**src/rtl/vga_scan_controller.sv**
```systemverilog
// vga_scan_controller: 640x480@60 VGA scan engine.
// Generates the linear pixel address stream for the renderer, then delays sync/blank by the
// renderer read latency so RGB, sync and blank leave the block on the same cycle.
// Optional build macro VGA_TEST_PATTERN_EN adds iTestPattern, which swaps iPixel for eight
// vertical colour bars.
module vga_scan_controller #(
  parameter int unsigned H_ACTIVE      = 640,
  parameter int unsigned H_FP          = 16,
  parameter int unsigned H_SYNC        = 96,
  parameter int unsigned H_BP          = 48,
  parameter int unsigned V_ACTIVE      = 480,
  parameter int unsigned V_FP          = 10,
  parameter int unsigned V_SYNC        = 2,
  parameter int unsigned V_BP          = 33,
  parameter int unsigned PIXEL_LATENCY = 2
) (
  input  logic        iClock,
  input  logic        iReset,
`ifdef VGA_TEST_PATTERN_EN
  input  logic        iTestPattern,
`endif
  input  logic [23:0] iPixel,
  output logic [18:0] oAddress,
  output logic        oHSync,
  output logic        oVSync,
  output logic        oBlank_n,
  output logic        oSync_n,
  output logic [7:0]  oRed,
  output logic [7:0]  oGreen,
  output logic [7:0]  oBlue,
  output logic        oFrameStart
);

  localparam int unsigned H_TOTAL = H_ACTIVE + H_FP + H_SYNC + H_BP;
  localparam int unsigned V_TOTAL = V_ACTIVE + V_FP + V_SYNC + V_BP;
  localparam int unsigned HW      = $clog2(H_TOTAL);
  localparam int unsigned VW      = $clog2(V_TOTAL);
  // Sync/blank pipeline depth: 1 for the address register, PIXEL_LATENCY for the renderer,
  // 1 for the RGB register.
  localparam int unsigned D       = PIXEL_LATENCY + 2;

  logic [HW-1:0] h_cnt;
  logic [VW-1:0] v_cnt;
  logic [18:0]   addr_cnt;
  logic          h_last, v_last;
  logic          active, hs_raw, vs_raw;

  logic [D-1:0]  hs_pipe, vs_pipe, de_pipe;
  logic [23:0]   rgb_q;
  logic [23:0]   pixel_src;

  // Raw timing decoded from the counter state.
  always_comb begin
    h_last = (h_cnt == HW'(H_TOTAL - 1));
    v_last = (v_cnt == VW'(V_TOTAL - 1));
    active = (h_cnt < HW'(H_ACTIVE)) && (v_cnt < VW'(V_ACTIVE));
    hs_raw = !((h_cnt >= HW'(H_ACTIVE + H_FP)) && (h_cnt < HW'(H_ACTIVE + H_FP + H_SYNC)));
    vs_raw = !((v_cnt >= VW'(V_ACTIVE + V_FP)) && (v_cnt < VW'(V_ACTIVE + V_FP + V_SYNC)));
  end

  // Scan counters plus an incremental linear address that holds through blanking.
  always_ff @(posedge iClock) begin
    if (iReset) begin
      h_cnt    <= '0;
      v_cnt    <= '0;
      addr_cnt <= '0;
    end else begin
      if (h_last) begin
        h_cnt <= '0;
        v_cnt <= v_last ? '0 : v_cnt + 1'b1;
      end else begin
        h_cnt <= h_cnt + 1'b1;
      end
      if (h_last && v_last) begin
        addr_cnt <= '0;
      end else if (active) begin
        addr_cnt <= addr_cnt + 1'b1;
      end
    end
  end

  // Address stage: the renderer's frame timers depend on seeing 0 during blanking.
  always_ff @(posedge iClock) begin
    if (iReset) begin
      oAddress    <= '0;
      oFrameStart <= 1'b0;
    end else begin
      oAddress    <= active ? addr_cnt : '0;
      oFrameStart <= (h_cnt == '0) && (v_cnt == '0);
    end
  end

  // Alignment shift register; bit k holds the value from k+1 cycles ago.
  always_ff @(posedge iClock) begin
    if (iReset) begin
      hs_pipe <= '1;
      vs_pipe <= '1;
      de_pipe <= '0;
    end else begin
      hs_pipe <= {hs_pipe[D-2:0], hs_raw};
      vs_pipe <= {vs_pipe[D-2:0], vs_raw};
      de_pipe <= {de_pipe[D-2:0], active};
    end
  end

`ifdef VGA_TEST_PATTERN_EN
  localparam int unsigned BAR_W = H_ACTIVE / 8;

  logic [2:0]                    bar_raw;
  logic [PIXEL_LATENCY:0][2:0]   bar_pipe;
  logic [2:0]                    bar_mask;

  // Bar index from comparisons against multiples of the bar width (no divider).
  always_comb begin
    bar_raw = '0;
    for (int i = 1; i < 8; i++) begin
      if (h_cnt >= HW'(i * BAR_W)) bar_raw = 3'(i);
    end
  end

  // Delay the bar index so it meets the RGB register on the same tap as de.
  always_ff @(posedge iClock) begin
    if (iReset) begin
      bar_pipe <= '0;
    end else begin
      bar_pipe <= {bar_pipe[PIXEL_LATENCY-1:0], bar_raw};
    end
  end

  // Bar colour as {R,G,B} on/off mask: white, yellow, cyan, green, magenta, red, blue, black.
  always_comb begin
    unique case (bar_pipe[PIXEL_LATENCY])
      3'd0:    bar_mask = 3'b111;
      3'd1:    bar_mask = 3'b110;
      3'd2:    bar_mask = 3'b011;
      3'd3:    bar_mask = 3'b010;
      3'd4:    bar_mask = 3'b101;
      3'd5:    bar_mask = 3'b100;
      3'd6:    bar_mask = 3'b001;
      default: bar_mask = 3'b000;
    endcase
    pixel_src = iTestPattern ? {{8{bar_mask[2]}}, {8{bar_mask[1]}}, {8{bar_mask[0]}}} : iPixel;
  end
`else
  // Renderer pixel is the only colour source.
  always_comb begin
    pixel_src = iPixel;
  end
`endif

  // RGB register: loads only for visible pixels so blanking always drives black.
  always_ff @(posedge iClock) begin
    if (iReset) begin
      rgb_q <= '0;
    end else begin
      rgb_q <= de_pipe[PIXEL_LATENCY] ? pixel_src : '0;
    end
  end

  assign oHSync   = hs_pipe[D-1];
  assign oVSync   = vs_pipe[D-1];
  assign oBlank_n = de_pipe[D-1];
  assign oSync_n  = 1'b0;
  assign oRed     = rgb_q[23:16];
  assign oGreen   = rgb_q[15:8];
  assign oBlue    = rgb_q[7:0];

endmodule

```
**config.mk**
```make
export PLATFORM = sky130hd
export DESIGN_NAME = vga_scan_controller
export DESIGN_NICKNAME = d
export VERILOG_FILES = /design/src/rtl/vga_scan_controller.sv
export SDC_FILE = /design/constraint.sdc
export NUM_CORES = 1
export LEC_CHECK = 0
export CORE_UTILIZATION = 41
export CTS_CLUSTER_SIZE = 25
export DETAILED_ROUTE_END_ITERATION = 7
export GPL_TIMING_DRIVEN = 0
export PLACE_DENSITY_LB_ADDON = 0.1
export SLEW_MARGIN = 20
export SYNTH_ARGS = -nofsm -noshare
export SYNTH_HDL_FRONTEND = slang
export SYNTH_SLANG_ARGS = --single-unit
```
**constraint.sdc**
```tcl
create_clock -name iClock -period 4.8 [get_ports iClock]
set_clock_uncertainty 0.1 [all_clocks]
set_input_delay 0.72 -clock iClock [delete_from_list [all_inputs] [get_ports iClock]]
set_output_delay 0.72 -clock iClock [all_outputs]
set_load 0.01 [all_outputs]
```
Word level (Yosys, flattened, before mapping)
Cells that the tools add are included.
- output and inout port bits: 48
- input bits: 26
- register bits: 95
- logic and storage cells: 36
- bitwise logic cells: 2
- $add $sub $neg: 3
- multiplexer cells: 1
- $lt $le $gt $ge: 6
- equality and inequality tests: 2
- reduce and logical (&&, ||, !) cells: 13
- operators with widths (operator ; count):
    adder 10 x 1 -> 10 bit (second input constant) ; 2
    == test 10 bit (second input constant) ; 2
    logical NOT 10 bit ; 2
    < comparator 10 bit (second input constant) ; 2
    < comparator 10 x 9 -> 1 bit (second input constant) ; 2
    adder 19 x 1 -> 19 bit (second input constant) ; 1
    greater-or-equal comparator 10 bit (second input constant) ; 1
    greater-or-equal comparator 10 x 9 -> 1 bit (second input constant) ; 1
    2-to-1 mux 10 bit ; 1
    OR reduction 2 bit ; 4
    logical AND 1 bit ; 5
    logical NOT 1 bit ; 2
    NOT 1 bit ; 2

Logic depth before layout (Yosys ltp)
- word-level depth: 4
- depth in mapped cells: 7
- mapped depth without buffers: 6

Worst setup path before layout
No wires, ideal clock.
- kind: reg2reg
- from: reg h_cnt[6]
- to: reg v_cnt[6]
- arrival: 1.813 ns
- data required time: 4.634 ns
- stages on the path, launching flop included: 6
- period minus slack after synthesis: 1.979 ns
- slack: 2.821 ns
- cell sequence: dfxtp_1 buf_6 or3_4 or3_4 or4_4 a21oi_2
- word-level cells in the longest chain between the ends: 1
- RTL lines (element ; RTL line ; source):
    start: declaration ; 42 ; logic [HW-1:0] h_cnt;
    start signal: assignment ; 72 ; h_cnt <= h_cnt + 1'b1;
    == test 10 bit ; 54 ; h_last = (h_cnt == HW'(H_TOTAL - 1));
    end signal: assignment ; 70 ; v_cnt <= v_last ? '0 : v_cnt + 1'b1;
    end: declaration ; 43 ; logic [VW-1:0] v_cnt;
Every way passes these cells.
A chain may end at the register's enable or synchronous reset.

Worst setup path after layout
- from: reg h_cnt[0]
- to: reg v_cnt[8]
The elaborated chain is that of the path after synthesis.

==> impl_metrics.yaml <==
status:
  outcome: "finished, final reports clean"
yosys:
  synth_top_cell_by_area: "dfxtp_1"
  syn_area_mm2: 0.00351
  syn_avg_cell_area_um2: 9.85
  synth_cells: 356
  ys.flop_type: "dfxtp_1"
  synth-seq-cells: 95
  ys_warn_count: 0
  synth_edf_count: 0
  syn-num-nets: 387
  ys_top_cells_by_area: "dfxtp_1, and2_1, a21oi_1"
  ys_seq_area_frac: 0.542
  synth.top_cell.area_share: 0.542
  synthArstFlopShare: 0
  yosysUniqueCellTypes: 44
drt:
  drt-total-wl_um: 7190
  wl_per_cell_um: 13.1
  num_vias: 2761
  drcViolationCount: 0
  avgViaCountPerCell: 5.03
  firstDrtPassIters: 4
  drt-initial-drc-count: 67
  antenna_left: 0
global_routing:
  grt_max_degree: 18
  overflow: 0
  grt_use_total: 0.172
  antenna_found_initial: 0
  grt_pass1_wl_um: 11900
  grt_pass1_vias: 2501
clocking:
  cts_tree: "built"
  clockBufferDepth: 2
  clkSlewWorstSetupHoldPaths_ns: 0.10
  insertion_delay_ns: 0.36
  cts_inserted_buffers: 9
  ctsHoldBuffers: 0
  cts_num_sinks: 95
  htree_levels: 3
  cts_resized: 0
  post-cts-setup-buffer-count: 0
  root_buffer: "clkbuf_8"
place:
  dp_hpwl_um: 5040
  place_ws_ns: 2.15
  placed_area_mm2: 0.00436
  routabilityCongestion: 0.812
  port_buffers: 72
  placed_cells: 533
setup_path:
  worstSetupStartpointType: "register"
  arrival_ns: 2.50
  end_kind: "register"
  ff2ff_path_depth: 5
  worstPathRequired_ns: 4.99
  critical_path_class: "register to register"
  worstPathMaxFanout: 5
sta:
  relSlewSlack: 0.592
  drv_slew: 0
  hold_viol: 0
  timing.hold.ws_ns: 0.309
  finalCritPeriodShare: 0.483
  setup_viol: 0
  setup_ws_ns: 2.48
  rsz0062_at_grt: "no"
  min_period_ns: 2.32
  max_freq_mhz: 431
  fin_tns_setup_ns: 0
  worst_slew_pin_slew_ns: 0.606
job:
  cap_violations: 0
floorplanning:
  die_x_um: 94.5
  boundaryPins: 74
  core_mm2: 0.00826
  die_height_um: 94.5
  start_util: 0.425
  fp-row-count: 33
  die_area_mm2: 0.00892
cells_and_area:
  layout.cells.most_common: "dfxtp_1"
  final_area_mm2: 0.00459
  finalNonFillerCells: 549
  drive_above_1_share: 0.0901
  seqCellArea_mm2: 0.00190
  area_growth_pct: 30.8
  layout.nets: 470
  n_fill_cell: 770
  layout_common_cells: "dfxtp_1, clkdlybuf4s50_1, and2_1, a21oi_1, nor2_1"
  diodes: 0
  final_util: 0.555
  multi_input_area_mm2: 0.00148
power_and_ir_drop:
  ir_drop_mv: 0.155
  p_per_area_mw_per_mm2: 320
  p_leak_nw: 1.61
  total_power_mw: 1.47
worst_hold_path:
  min_path_type: "register to register"
  hold_depth: 1
[area by class of cell]
cell class              count  area share
multi-input cells         234       0.323
flip-flops and latches     95       0.415
clock buffers               9      0.0270
clock inverters             7      0.0229
repair buffers             72       0.157
inverters                   8     0.00655
plain buffers              19      0.0199
well taps                 105      0.0286
[cell usage after synthesis, drive strengths merged (2+ instances only)]
cell type,instances
ha,5
o21ai,8
clkbuf,10
xor2,7
nand3,16
nand2,14
buf,9
nand3b,2
and4,5
nor2,17
or2,6
nor2b,3
nand4,12
nor4,7
xnor2,10
nand4b,2
or4,12
inv,8
and3,3
dfxtp,95
and2,42
o31ai,8
nor3,13
or3,11
a21oi,19
[logic make-up (layout without fill, tap and decap cells)]
family                     Yosys count  after routing  synth area share
AOI/OAI and AO/OA                   39             39            0.0667
xor gates and xnor gates            17             17            0.0425
adders and majority gates            5              5            0.0178
buffers and inverters               27            115            0.0346
DFF                                 95             95             0.542
muxes                                1              1           0.00286
other                                1              1           0.00107
and+or+nand+nor                    171            171             0.292
[layer usage]
| metal | up-vias | GRT usage | wire (um) |
|---|---|---|---|
| li1 | 1405 | - | - |
| met1 | 1289 | 0.225 | 3530 |
| met2 | 56 | 0.269 | 3180 |
| met3 | 11 | 0.0362 | 341 |
| met4 | 0 | 0.0808 | 145 |
| met5 | - | 0 | 0 |
[power by group]
| part | switching, mW | internal (mW) |
|---|---|---|
| sequential | 0.00596 | 0.799 |
| combinational | 0.0275 | 0.0390 |
| clock | 0.295 | 0.300 |
| total | 0.329 | 1.14 |
[critical path, cell delays in order (launching register included)]
cell,delay (ns)
dfxtp_1,0.40
ha_1,0.25
nand4_1,0.24
nor4_1,0.62
or3b_2,0.49
a21oi_1,0.14
[registers in the layout, indices dropped and copies added (netlist names)]
name         cells
hs_pipe          4
vs_pipe          4
de_pipe          4
oAddress        19
rgb_q           24
addr_cnt        19
oFrameStart      1
h_cnt           10
v_cnt           10
[path summary, 6_finish.rpt]
path | from | endpoint | slack [ns]
worst max-delay path | h_cnt[0] | v_cnt[8] | 2.48
worst min-delay path | hs_pipe[2] | hs_pipe[3] | 0.31
worst max register to register | h_cnt[0] | v_cnt[8] | 2.48
worst min register to register | hs_pipe[2] | hs_pipe[3] | 0.31
Power figures use the tool's default switching activity.
